### config.mk
export PLATFORM = sky130hd
export DESIGN_NAME = mem_wb_stage_flat
export DESIGN_NICKNAME = d
export VERILOG_FILES = /design/src/rtl/mem_wb_stage_if.sv /design/src/rtl/mem_wb_stage.sv /design/src/flat_wrapper.sv
export SDC_FILE = /design/constraint.sdc
export NUM_CORES = 1
export LEC_CHECK = 0
export ABC_AREA = 1
export CAP_MARGIN = 20
export CORE_MARGIN = 4
export CORE_UTILIZATION = 35
export DETAILED_ROUTE_END_ITERATION = 12
export GPL_ROUTABILITY_DRIVEN = 0
export GPL_TIMING_DRIVEN = 0
export PLACE_DENSITY = 0.7
export SLEW_MARGIN = 20
export SYNTH_ARGS = -nofsm -noshare
export SYNTH_HDL_FRONTEND = slang
export SYNTH_SLANG_ARGS = --single-unit
### constraint.sdc
create_clock -name clk -period 1.76 [get_ports clk]
set_input_delay 0.352 -clock clk [delete_from_list [all_inputs] [get_ports clk]]
set_output_delay 0.352 -clock clk [all_outputs]
set_load 0.01 [all_outputs]
### src/rtl/mem_wb_stage_if.sv
// Data-memory port of the MEM/WB stage.
//   dm_req   : request, held until dm_ack
//   dm_we    : 1 store, 0 load
//   dm_addr  : word-aligned byte address
//   dm_be    : byte enables, bit n = byte n (little-endian)
//   dm_wdata : lane-replicated store data
//   dm_ack   : memory completes the request this cycle
//   dm_rdata : load word, valid with dm_ack
// master = pipeline stage, slave = data memory.
interface mem_wb_stage_if;
    logic        dm_req;
    logic        dm_we;
    logic [31:0] dm_addr;
    logic [3:0]  dm_be;
    logic [31:0] dm_wdata;
    logic        dm_ack;
    logic [31:0] dm_rdata;

    modport master (
        output dm_req, dm_we, dm_addr, dm_be, dm_wdata,
        input  dm_ack, dm_rdata
    );

    modport slave (
        input  dm_req, dm_we, dm_addr, dm_be, dm_wdata,
        output dm_ack, dm_rdata
    );
endinterface

### src/rtl/mem_wb_stage.sv
// Memory-access stage plus MEM/WB pipeline register of the five-stage MIPS core.
// Ports:
//   clk, reset          : clock, synchronous active-high reset
//   ex_*                : instruction presented by EX (valid, GPR write info, result/address,
//                         memory op, store data)
//   stall_req           : EX must hold its outputs while a memory access is outstanding
//   dm                  : data-memory req/ack port (master side)
//   wb_wr_en/addr/data  : register file write port, one registered stage after MEM
//   align_err, bus_err  : one-cycle pulses for a dropped misaligned access / timeout abort
module mem_wb_stage #(
    parameter int unsigned TIMEOUT = 255
) (
    input  logic                  clk,
    input  logic                  reset,
    input  logic                  ex_valid,
    input  logic                  ex_wreg,
    input  logic [4:0]            ex_waddr,
    input  logic [31:0]           ex_result,
    input  logic [3:0]            ex_mem_op,
    input  logic [31:0]           ex_st_data,
    output logic                  stall_req,
    mem_wb_stage_if.master        dm,
    output logic                  wb_wr_en,
    output logic [4:0]            wb_wr_addr,
    output logic [31:0]           wb_wr_data,
    output logic                  align_err,
    output logic                  bus_err
);
    localparam logic [3:0] OpLb  = 4'd1;
    localparam logic [3:0] OpLbu = 4'd2;
    localparam logic [3:0] OpLh  = 4'd3;
    localparam logic [3:0] OpLhu = 4'd4;
    localparam logic [3:0] OpLw  = 4'd5;
    localparam logic [3:0] OpSb  = 4'd6;
    localparam logic [3:0] OpSh  = 4'd7;
    localparam logic [3:0] OpSw  = 4'd8;

    localparam int unsigned CntW = 10;
    localparam logic [CntW-1:0] CntLast = CntW'(TIMEOUT - 1);

    typedef enum logic [0:0] {StIdle, StBusy} state_e;

    state_e          state_q, state_d;
    logic            dm_req_q, dm_req_d;
    logic            dm_we_q, dm_we_d;
    logic [31:0]     dm_addr_q, dm_addr_d;
    logic [3:0]      dm_be_q, dm_be_d;
    logic [31:0]     dm_wdata_q, dm_wdata_d;
    logic [3:0]      op_q, op_d;
    logic [1:0]      off_q, off_d;
    logic [4:0]      waddr_q, waddr_d;
    logic            wreg_q, wreg_d;
    logic [CntW-1:0] cnt_q, cnt_d;
    logic            wb_wr_en_q, wb_wr_en_d;
    logic [4:0]      wb_wr_addr_q, wb_wr_addr_d;
    logic [31:0]     wb_wr_data_q, wb_wr_data_d;
    logic            align_err_q, align_err_d;
    logic            bus_err_q, bus_err_d;

    logic            is_load, is_store, misaligned;
    logic [7:0]      ld_byte;
    logic [15:0]     ld_half;
    logic [31:0]     ld_data;

    // Decode of the incoming op; 9-15 fall through as NONE.
    always_comb begin
        is_load    = (ex_mem_op >= OpLb) && (ex_mem_op <= OpLw);
        is_store   = (ex_mem_op >= OpSb) && (ex_mem_op <= OpSw);
        misaligned = 1'b0;
        if (ex_mem_op == OpLh || ex_mem_op == OpLhu || ex_mem_op == OpSh) begin
            misaligned = ex_result[0];
        end else if (ex_mem_op == OpLw || ex_mem_op == OpSw) begin
            misaligned = (ex_result[1:0] != 2'b00);
        end
    end

    // Lane extraction of the returning load word using the captured op and offset.
    always_comb begin
        case (off_q)
            2'd0:    ld_byte = dm.dm_rdata[7:0];
            2'd1:    ld_byte = dm.dm_rdata[15:8];
            2'd2:    ld_byte = dm.dm_rdata[23:16];
            default: ld_byte = dm.dm_rdata[31:24];
        endcase
        ld_half = off_q[1] ? dm.dm_rdata[31:16] : dm.dm_rdata[15:0];
        case (op_q)
            OpLb:    ld_data = {{24{ld_byte[7]}}, ld_byte};
            OpLbu:   ld_data = {24'h0, ld_byte};
            OpLh:    ld_data = {{16{ld_half[15]}}, ld_half};
            OpLhu:   ld_data = {16'h0, ld_half};
            default: ld_data = dm.dm_rdata;
        endcase
    end

    always_comb begin
        state_d      = state_q;
        dm_req_d     = dm_req_q;
        dm_we_d      = dm_we_q;
        dm_addr_d    = dm_addr_q;
        dm_be_d      = dm_be_q;
        dm_wdata_d   = dm_wdata_q;
        op_d         = op_q;
        off_d        = off_q;
        waddr_d      = waddr_q;
        wreg_d       = wreg_q;
        cnt_d        = cnt_q;
        wb_wr_en_d   = 1'b0;
        wb_wr_addr_d = wb_wr_addr_q;
        wb_wr_data_d = wb_wr_data_q;
        align_err_d  = 1'b0;
        bus_err_d    = 1'b0;

        case (state_q)
            StIdle: begin
                if (ex_valid) begin
                    if (is_load || is_store) begin
                        if (misaligned) begin
                            align_err_d = 1'b1;
                        end else begin
                            state_d   = StBusy;
                            dm_req_d  = 1'b1;
                            dm_we_d   = is_store;
                            dm_addr_d = {ex_result[31:2], 2'b00};
                            op_d      = ex_mem_op;
                            off_d     = ex_result[1:0];
                            waddr_d   = ex_waddr;
                            wreg_d    = ex_wreg;
                            cnt_d     = '0;
                            // Enables sized by access width so loads advertise their lanes too.
                            if (ex_mem_op == OpLb || ex_mem_op == OpLbu || ex_mem_op == OpSb) begin
                                dm_be_d    = 4'b0001 << ex_result[1:0];
                                dm_wdata_d = {4{ex_st_data[7:0]}};
                            end else if (ex_mem_op == OpLh || ex_mem_op == OpLhu ||
                                         ex_mem_op == OpSh) begin
                                dm_be_d    = 4'b0011 << ex_result[1:0];
                                dm_wdata_d = {2{ex_st_data[15:0]}};
                            end else begin
                                dm_be_d    = 4'hF;
                                dm_wdata_d = ex_st_data;
                            end
                        end
                    end else if (ex_wreg && (ex_waddr != 5'd0)) begin
                        wb_wr_en_d   = 1'b1;
                        wb_wr_addr_d = ex_waddr;
                        wb_wr_data_d = ex_result;
                    end
                end
            end
            default: begin
                // Ack on the final counted cycle takes priority over the timeout.
                if (dm.dm_ack) begin
                    state_d  = StIdle;
                    dm_req_d = 1'b0;
                    if (!dm_we_q && wreg_q && (waddr_q != 5'd0)) begin
                        wb_wr_en_d   = 1'b1;
                        wb_wr_addr_d = waddr_q;
                        wb_wr_data_d = ld_data;
                    end
                end else if (cnt_q == CntLast) begin
                    state_d   = StIdle;
                    dm_req_d  = 1'b0;
                    bus_err_d = 1'b1;
                end else begin
                    cnt_d = cnt_q + 1'b1;
                end
            end
        endcase
    end

    always_ff @(posedge clk) begin
        if (reset) begin
            state_q      <= StIdle;
            dm_req_q     <= 1'b0;
            dm_we_q      <= 1'b0;
            dm_addr_q    <= '0;
            dm_be_q      <= '0;
            dm_wdata_q   <= '0;
            op_q         <= '0;
            off_q        <= '0;
            waddr_q      <= '0;
            wreg_q       <= 1'b0;
            cnt_q        <= '0;
            wb_wr_en_q   <= 1'b0;
            wb_wr_addr_q <= '0;
            wb_wr_data_q <= '0;
            align_err_q  <= 1'b0;
            bus_err_q    <= 1'b0;
        end else begin
            state_q      <= state_d;
            dm_req_q     <= dm_req_d;
            dm_we_q      <= dm_we_d;
            dm_addr_q    <= dm_addr_d;
            dm_be_q      <= dm_be_d;
            dm_wdata_q   <= dm_wdata_d;
            op_q         <= op_d;
            off_q        <= off_d;
            waddr_q      <= waddr_d;
            wreg_q       <= wreg_d;
            cnt_q        <= cnt_d;
            wb_wr_en_q   <= wb_wr_en_d;
            wb_wr_addr_q <= wb_wr_addr_d;
            wb_wr_data_q <= wb_wr_data_d;
            align_err_q  <= align_err_d;
            bus_err_q    <= bus_err_d;
        end
    end

    assign stall_req   = (state_q == StBusy);
    assign dm.dm_req   = dm_req_q;
    assign dm.dm_we    = dm_we_q;
    assign dm.dm_addr  = dm_addr_q;
    assign dm.dm_be    = dm_be_q;
    assign dm.dm_wdata = dm_wdata_q;
    assign wb_wr_en    = wb_wr_en_q;
    assign wb_wr_addr  = wb_wr_addr_q;
    assign wb_wr_data  = wb_wr_data_q;
    assign align_err   = align_err_q;
    assign bus_err     = bus_err_q;
endmodule

### src/flat_wrapper.sv
// flat-port wrapper written by rule: the top's interface ports become plain ports
module mem_wb_stage_flat 
#(
    parameter int unsigned TIMEOUT = 255
)
  (clk, reset, ex_valid, ex_wreg, ex_waddr, ex_result, ex_mem_op, ex_st_data, stall_req, wb_wr_en, wb_wr_addr, wb_wr_data, align_err, bus_err, dm_dm_req, dm_dm_we, dm_dm_addr, dm_dm_be, dm_dm_wdata, dm_dm_ack, dm_dm_rdata);
  mem_wb_stage_if dm_i ();
  input  logic clk;
  input  logic reset;
  input  logic ex_valid;
  input  logic ex_wreg;
  input  logic [4:0] ex_waddr;
  input  logic [31:0] ex_result;
  input  logic [3:0] ex_mem_op;
  input  logic [31:0] ex_st_data;
  output logic stall_req;
  output logic wb_wr_en;
  output logic [4:0] wb_wr_addr;
  output logic [31:0] wb_wr_data;
  output logic align_err;
  output logic bus_err;
  output wire logic [$bits(dm_i.dm_req)-1:0] dm_dm_req;
  output wire logic [$bits(dm_i.dm_we)-1:0] dm_dm_we;
  output wire logic [$bits(dm_i.dm_addr)-1:0] dm_dm_addr;
  output wire logic [$bits(dm_i.dm_be)-1:0] dm_dm_be;
  output wire logic [$bits(dm_i.dm_wdata)-1:0] dm_dm_wdata;
  input wire logic [$bits(dm_i.dm_ack)-1:0] dm_dm_ack;
  input wire logic [$bits(dm_i.dm_rdata)-1:0] dm_dm_rdata;
  assign dm_dm_req = dm_i.dm_req;
  assign dm_dm_we = dm_i.dm_we;
  assign dm_dm_addr = dm_i.dm_addr;
  assign dm_dm_be = dm_i.dm_be;
  assign dm_dm_wdata = dm_i.dm_wdata;
  assign dm_i.dm_ack = dm_dm_ack;
  assign dm_i.dm_rdata = dm_dm_rdata;
  mem_wb_stage #(.TIMEOUT(TIMEOUT)) u_core (.clk(clk), .reset(reset), .ex_valid(ex_valid), .ex_wreg(ex_wreg), .ex_waddr(ex_waddr), .ex_result(ex_result), .ex_mem_op(ex_mem_op), .ex_st_data(ex_st_data), .stall_req(stall_req), .dm(dm_i), .wb_wr_en(wb_wr_en), .wb_wr_addr(wb_wr_addr), .wb_wr_data(wb_wr_data), .align_err(align_err), .bus_err(bus_err));
endmodule
After elaboration in Yosys (flattened, before gate mapping)
Index checks and enable logic that the tools add are counted.
{"block": "classes", "n_lt_le_gt_ge": 4, "shifts": 2, "add_sub_neg": 1, "reduce_logical": 25, "muxes": 47, "eq_ne": 22, "bitwise_logic": 4}
{"operator": "32-bit two-way mux", "n": 8}
{"operator": "32-bit case mux with 4 select lines", "n": 1}
{"operator": "10-bit two-way mux", "n": 6}
{"operator": "5-bit two-way mux", "n": 6}
{"operator": "8-bit case mux with 3 select lines", "n": 1}
{"operator": "1-bit two-way mux", "n": 22}
{"operator": "4-bit by 3-bit equality test with 1-bit output, second input constant", "n": 5}
{"operator": "4-bit by 2-bit equality test with 1-bit output, second input constant", "n": 4}
{"operator": "16-bit two-way mux", "n": 1}
{"operator": "10-bit by 1-bit adder with 10-bit output, second input constant", "n": 1}
{"operator": "10-bit by 8-bit equality test with 1-bit output, second input constant", "n": 1}
{"operator": "5-bit AND reduction", "n": 2}
{"operator": "5-bit nonzero test", "n": 2}
{"operator": "4-bit by 1-bit equality test with 1-bit output, second input constant", "n": 2}
{"operator": "4-bit two-way mux", "n": 2}
{"operator": "2-bit != test, second input constant", "n": 4}
{"operator": "4-bit AND reduction", "n": 2}
{"operator": "2-bit nonzero test", "n": 4}
{"operator": "1-bit logical OR", "n": 6}
{"operator": "1-bit logical AND", "n": 5}
{"operator": "4-bit equality test, second input constant", "n": 1}
{"operator": "4-bit by 1-bit greater-or-equal comparator with 1-bit output, second input constant", "n": 1}
{"operator": "4-bit by 3-bit greater-or-equal comparator with 1-bit output, second input constant", "n": 1}
{"operator": "4-bit by 3-bit <= comparator with 1-bit output, second input constant", "n": 1}
{"operator": "12 further kinds", "n": 16}
{"block": "totals", "elab_cells": 121, "in_bits": 110, "register_bits": 131, "output_inout_bits": 111}

Longest topological paths before layout
{"block": "depth", "word_depth": 8, "ltp_mapped": 12}

Worst setup path before layout
OpenSTA, ideal clock, no wires.
{"block": "synth_path", "kind": "reg-to-reg", "start": "reg u_core.cnt_q[0]", "end": "reg u_core.cnt_q[0]", "arrival_time_ps": 1415, "synth_period_minus_slack_ps": 1531, "stages_incl_launch_ff": 12, "setup_slack_ps": 229, "n_path_buf": 1, "setup_ps": 115, "cell_sequence": "dfxtp_1 -> inv_1 -> ha_1 -> inv_1 -> nor3_1 -> nand3_1 -> nand2_2 -> nand2_2 -> nand2_2 -> buf_6 -> o21ai_0 -> inv_1"}
{"block": "synth_between", "elab_chain_cells": 4, "elab_cells_between_ends": 7}
{"item": "start: declaration", "line_no": "mem_wb_stage.sv:53", "text": "logic [CntW-1:0] cnt_q, cnt_d;"}
{"item": "start signal: assignment", "line_no": "mem_wb_stage.sv:199", "text": "cnt_q <= cnt_d;"}
{"item": "10-bit by 1-bit adder with 10-bit output", "line_no": "mem_wb_stage.sv:164", "text": "cnt_d = cnt_q + 1'b1;"}
{"item": "10-bit two-way mux", "line_no": "mem_wb_stage.sv:159", "text": "end else if (cnt_q == CntLast) begin"}
{"item": "10-bit two-way mux", "line_no": "mem_wb_stage.sv:151", "text": "if (dm.dm_ack) begin"}
{"item": "10-bit two-way mux", "line_no": "mem_wb_stage.sv:113", "text": "case (state_q)"}
Several ways; a longest one is shown, not always the timed one. The select of a mux whose other input is x is not followed.
A chain may end at the register's enable or synchronous reset.

Worst setup path in the final report
{"block": "layout_path", "start": "reg u_core.state_q (netlist: u_core.stall_req)", "end": "out stall_req"}
{"item": "start: declaration", "line_no": "mem_wb_stage.sv:43", "text": "state_e state_q, state_d;"}
{"item": "start signal: assignment", "line_no": "mem_wb_stage.sv:172", "text": "state_q <= StIdle;"}
{"item": "start signal: assignment", "line_no": "mem_wb_stage.sv:189", "text": "state_q <= state_d;"}
{"item": "end: declaration", "line_no": "flat_wrapper.sv:16", "text": "output logic stall_req;"}
No word-level cell between the ends.

==> metrics.md <==
| Metric | Value |
|---|---|
| Sequential cell area | `~2600 sq um` |
| Synthesized area per cell | `6.41 sq um` |
| Total Neg Setup Slack | `0 ns` |
| DRT Wirelength | `~25000 microns` |
| Critical-path top delay cell | `clkdlybuf4s50_1` |
| Core ar. | `between 15000 and 20000 sq um` |
| EDFF count, synth | `0` |
| Crit Path Max Fanout | `6` |
| Cell area after layout | `between 10000 and 15000 sq um` |
| Antenna viol nets, final | `0` |
| Setup WS pre-CTS | `-0.753 ns` |
| Clock-pin slew on the worst setup and hold paths | `0.06 ns` |
| Rows | `50` |
| Worst hold path class | `primary input to flip-flop` |
| Avg Vias per Cell | `4.88` |
| Highest metal used | `met5` |
| Worst clock skew | `a little over 0.006 ns` |
| Finished Core Util | `54.0%` |
| Area of the multi-input gates | `approximately 3700 sq um` |
| Drt pass-1 iters | `5` |
| Seq cells post-synth | `131` |
| Initial Util | `36.1%` |
| P&R area growth vs syn | `49.6%` |
| Total power | `around 9 mW` |
| Vias | `7786` |
| Initial DRC Count | `693` |
| Largest net degree at the start of global routing | `17` |
| CP required | `1.41 ns` |
| Dpl cell area | `9360 sq um` |
| Top delay family on crit path | `buffers and inverters` |
| Die area | `21900 sq um` |
| Power per cell area | `approximately 860 nW/um^2` |
| Type of the worst setup path | `flip-flop to primary output` |
| Filler instances | `1869` |
| Largest cells by area after synthesis | `dfxtp_1 38%, nor2_1 15%, nand2_1 14%, o21ai_0 8.2%, a21oi_1 3.9%` |
| Yosys top cell by area | `dfxtp_1` |
| Final min period | `approximately 1.7 ns` |
| Die X-Extent | `148 microns` |
| Leak | `4.55 nW` |
| Hold Buf Count CTS | `0` |
| Synth cell types | `38` |
| Die height | `about 150 microns` |
| Async S/R FF share, synth | `0%` |
| Synth warn | `0` |
| Synthesized cell area | `slightly below 7000 sq um` |
| Post-route insts no fill | `1597` |
| CTS H-tree depth | `4` |
| Crit-path cells | `clkdlybuf4s50_1` |
| DPL Wire Length | `19100 microns` |
| Xor and xnor fraction of the mapped netlist area | `less than 1%` |
| I/O Buffers | `approximately 220` |
| Max-Slew Margin vs Limit | `between 50 and 60%` |
| Vias in the first global route | `7108` |
| Initial antenna violation count | `4` |
| Total CTS buffers | `17` |
| Total GRT Usage | `between 20% and 30%` |
| FMAX | `approximately 580 MHz` |
| Max_cap viols | `0` |
| Main flop type after synthesis | `dfxtp_1` |
| Simple-gate share of the synthesized area | `35.4%` |
| Seq/Total Area, Yosys | `38.3%` |
| Status | `finished, final reports clean` |
| Post-Syn Instances | `1069` |
| Cells after DPL | `1548` |
| DRC Markers | `0` |
| # clock sinks | `131` |
| Clock buffer depth | `2` |
| Critical Path AT | `around 1.4 ns` |
| CTS tree | `done` |
| Largest family of logic cells by synthesized area | `simple AND/OR/NAND/NOR gates` |
| DR WL met3 | `2120 microns` |
| IO Count | `between 200 and 250` |
| Layout cells sized above 1 | `between 10% and 20%` |
| Crit. End Element | `primary output` |
| Hold_ws | `0.311 ns` |
| Wire length on met2 | `11700 microns` |
| Least-Margin Pin Slew | `0.630 ns` |
| Final setup violation count | `0` |
| Worst Path Buf+Inv | `1` |
| Grt ovf | `0` |
| Compound-Gate Fraction of Synth Area | `15.5%` |
| Metal1 wirelength | `11100 microns` |
| Share of the synthesized area in the top cell type | `38.3%` |
| Multiplexer area fraction after synthesis | `less than 1%` |
| Synth Area in Adders | `1.10%` |
| Final hold vios | `0` |
| Final period util | `97.7%` |
| Layout Nets | `1437` |
| Peak supply drop | `~640 uV` |
| CP Launch Type | `flip-flop` |
| Routed len/inst | `15.9 microns` |
| Clock root buffer | `clkbuf_16` |
| First-pass GRT wire length | `39100 microns` |
| Max Slew Vio Count | `0` |
| Setup WS post-layout | `approximately 0.041 ns` |
| Max incr delay on CP | `0.55 ns` |
| Worst skew pair latency | `0.42 ns` |
[synth_stat cells, types with 2 or more instances]
cell type,instances
nor2_1,265
nand2_1,253
dfxtp_1,131
o21ai_0,112
a21oi_1,54
inv_1,53
nand3_1,47
clkbuf_1,25
o21ai_1,21
buf_2,20
o21bai_1,12
nand2_2,9
buf_4,8
inv_2,8
buf_6,7
ha_1,6
mux2i_1,5
nor2_2,5
nand4_1,4
nand2_4,3
nor2_4,2
nor3_1,2
xnor2_1,2
[cell families (layout without fill, tap and decap cells)]
family | Yosys count | after routing
xor+xnor | 3 | 3
mux | 5 | 5
fa+ha+maj | 6 | 6
compound gates | 203 | 203
flops | 131 | 131
buf+inv | 124 | 388
other cells | 1 | 5
simple gates | 596 | 596
[area by class of cell]
type                            instances  share of cell area [%]
Multi-Input combinational cell        815                    36.4
Buffer                                 60                    3.81
Tap cell                              260                    3.18
Sequential cell                       131                    25.7
Clock buffer                           20                    4.36
Clock inverter                         12                    1.29
Antenna cell                            3                  0.0733
Timing Repair Buffer                  233                    22.8
Inverter                               63                    2.41
[layout by cell type (no fill, tap or decap), drive strengths merged, types with 7 or more instances in the layout]
| master | count |
|---|---|
| nor2 | 273 |
| nand2 | 265 |
| clkdlybuf4s50 | 211 |
| o21ai | 134 |
| dfxtp | 131 |
| inv | 63 |
| a21oi | 54 |
| nand3 | 49 |
| clkbuf | 49 |
| buf | 45 |
| o21bai | 12 |
| clkinv | 7 |
[registers in the layout, summed over array words and instances (netlist names), 2 cells and up]
| register | flops |
|---|---|
| u_core.cnt_q | 10 |
| u_core.dm.dm_addr | 30 |
| u_core.dm.dm_be | 4 |
| u_core.dm.dm_wdata | 32 |
| u_core.off_q | 2 |
| u_core.op_q | 4 |
| u_core.waddr_q | 5 |
| u_core.wb_wr_addr | 5 |
| u_core.wb_wr_data | 32 |
[power breakdown]
part           switching (mW)  leakage [nW]  internal, mW
logic                    1.08          3.20         0.949
clock network            1.40         0.276          2.12
registers               0.116          1.07          3.17
[layer usage]
layer | track usage [%] | up-vias
li1 | - | 3907
met3 | 5.67 | 41
met1 | 29.9 | 3513
met2 | 36.6 | 323
met4 | 6.42 | 2
met5 | 0 | -
[path summary, 6_finish.rpt]
kind	cells after the start	endpoint	slack (ns)	start
hold reg to reg	2	u_core.wb_wr_data[29]	0.45	u_core.wb_wr_data[29]
setup / recovery	1	stall_req	0.04	u_core.stall_req
hold / removal	3	u_core.op_q[2]	0.31	ex_mem_op[2]
setup reg to reg	10	u_core.wb_wr_data[2]	0.08	u_core.op_q[2]
[repair_timing]
| action | 4_1_cts | 5_1_grt |
|---|---|---|
| pin swaps | 3 | 6 |
| endpoints found under the hold margin | 0 | 0 |
| cloned | 1 | 0 |
| setup endpoints to repair | 104 | 126 |
| gates resized for setup | 36 | 43 |
| setup buffers | 5 | 9 |
(Power assumes the default switching activity.)
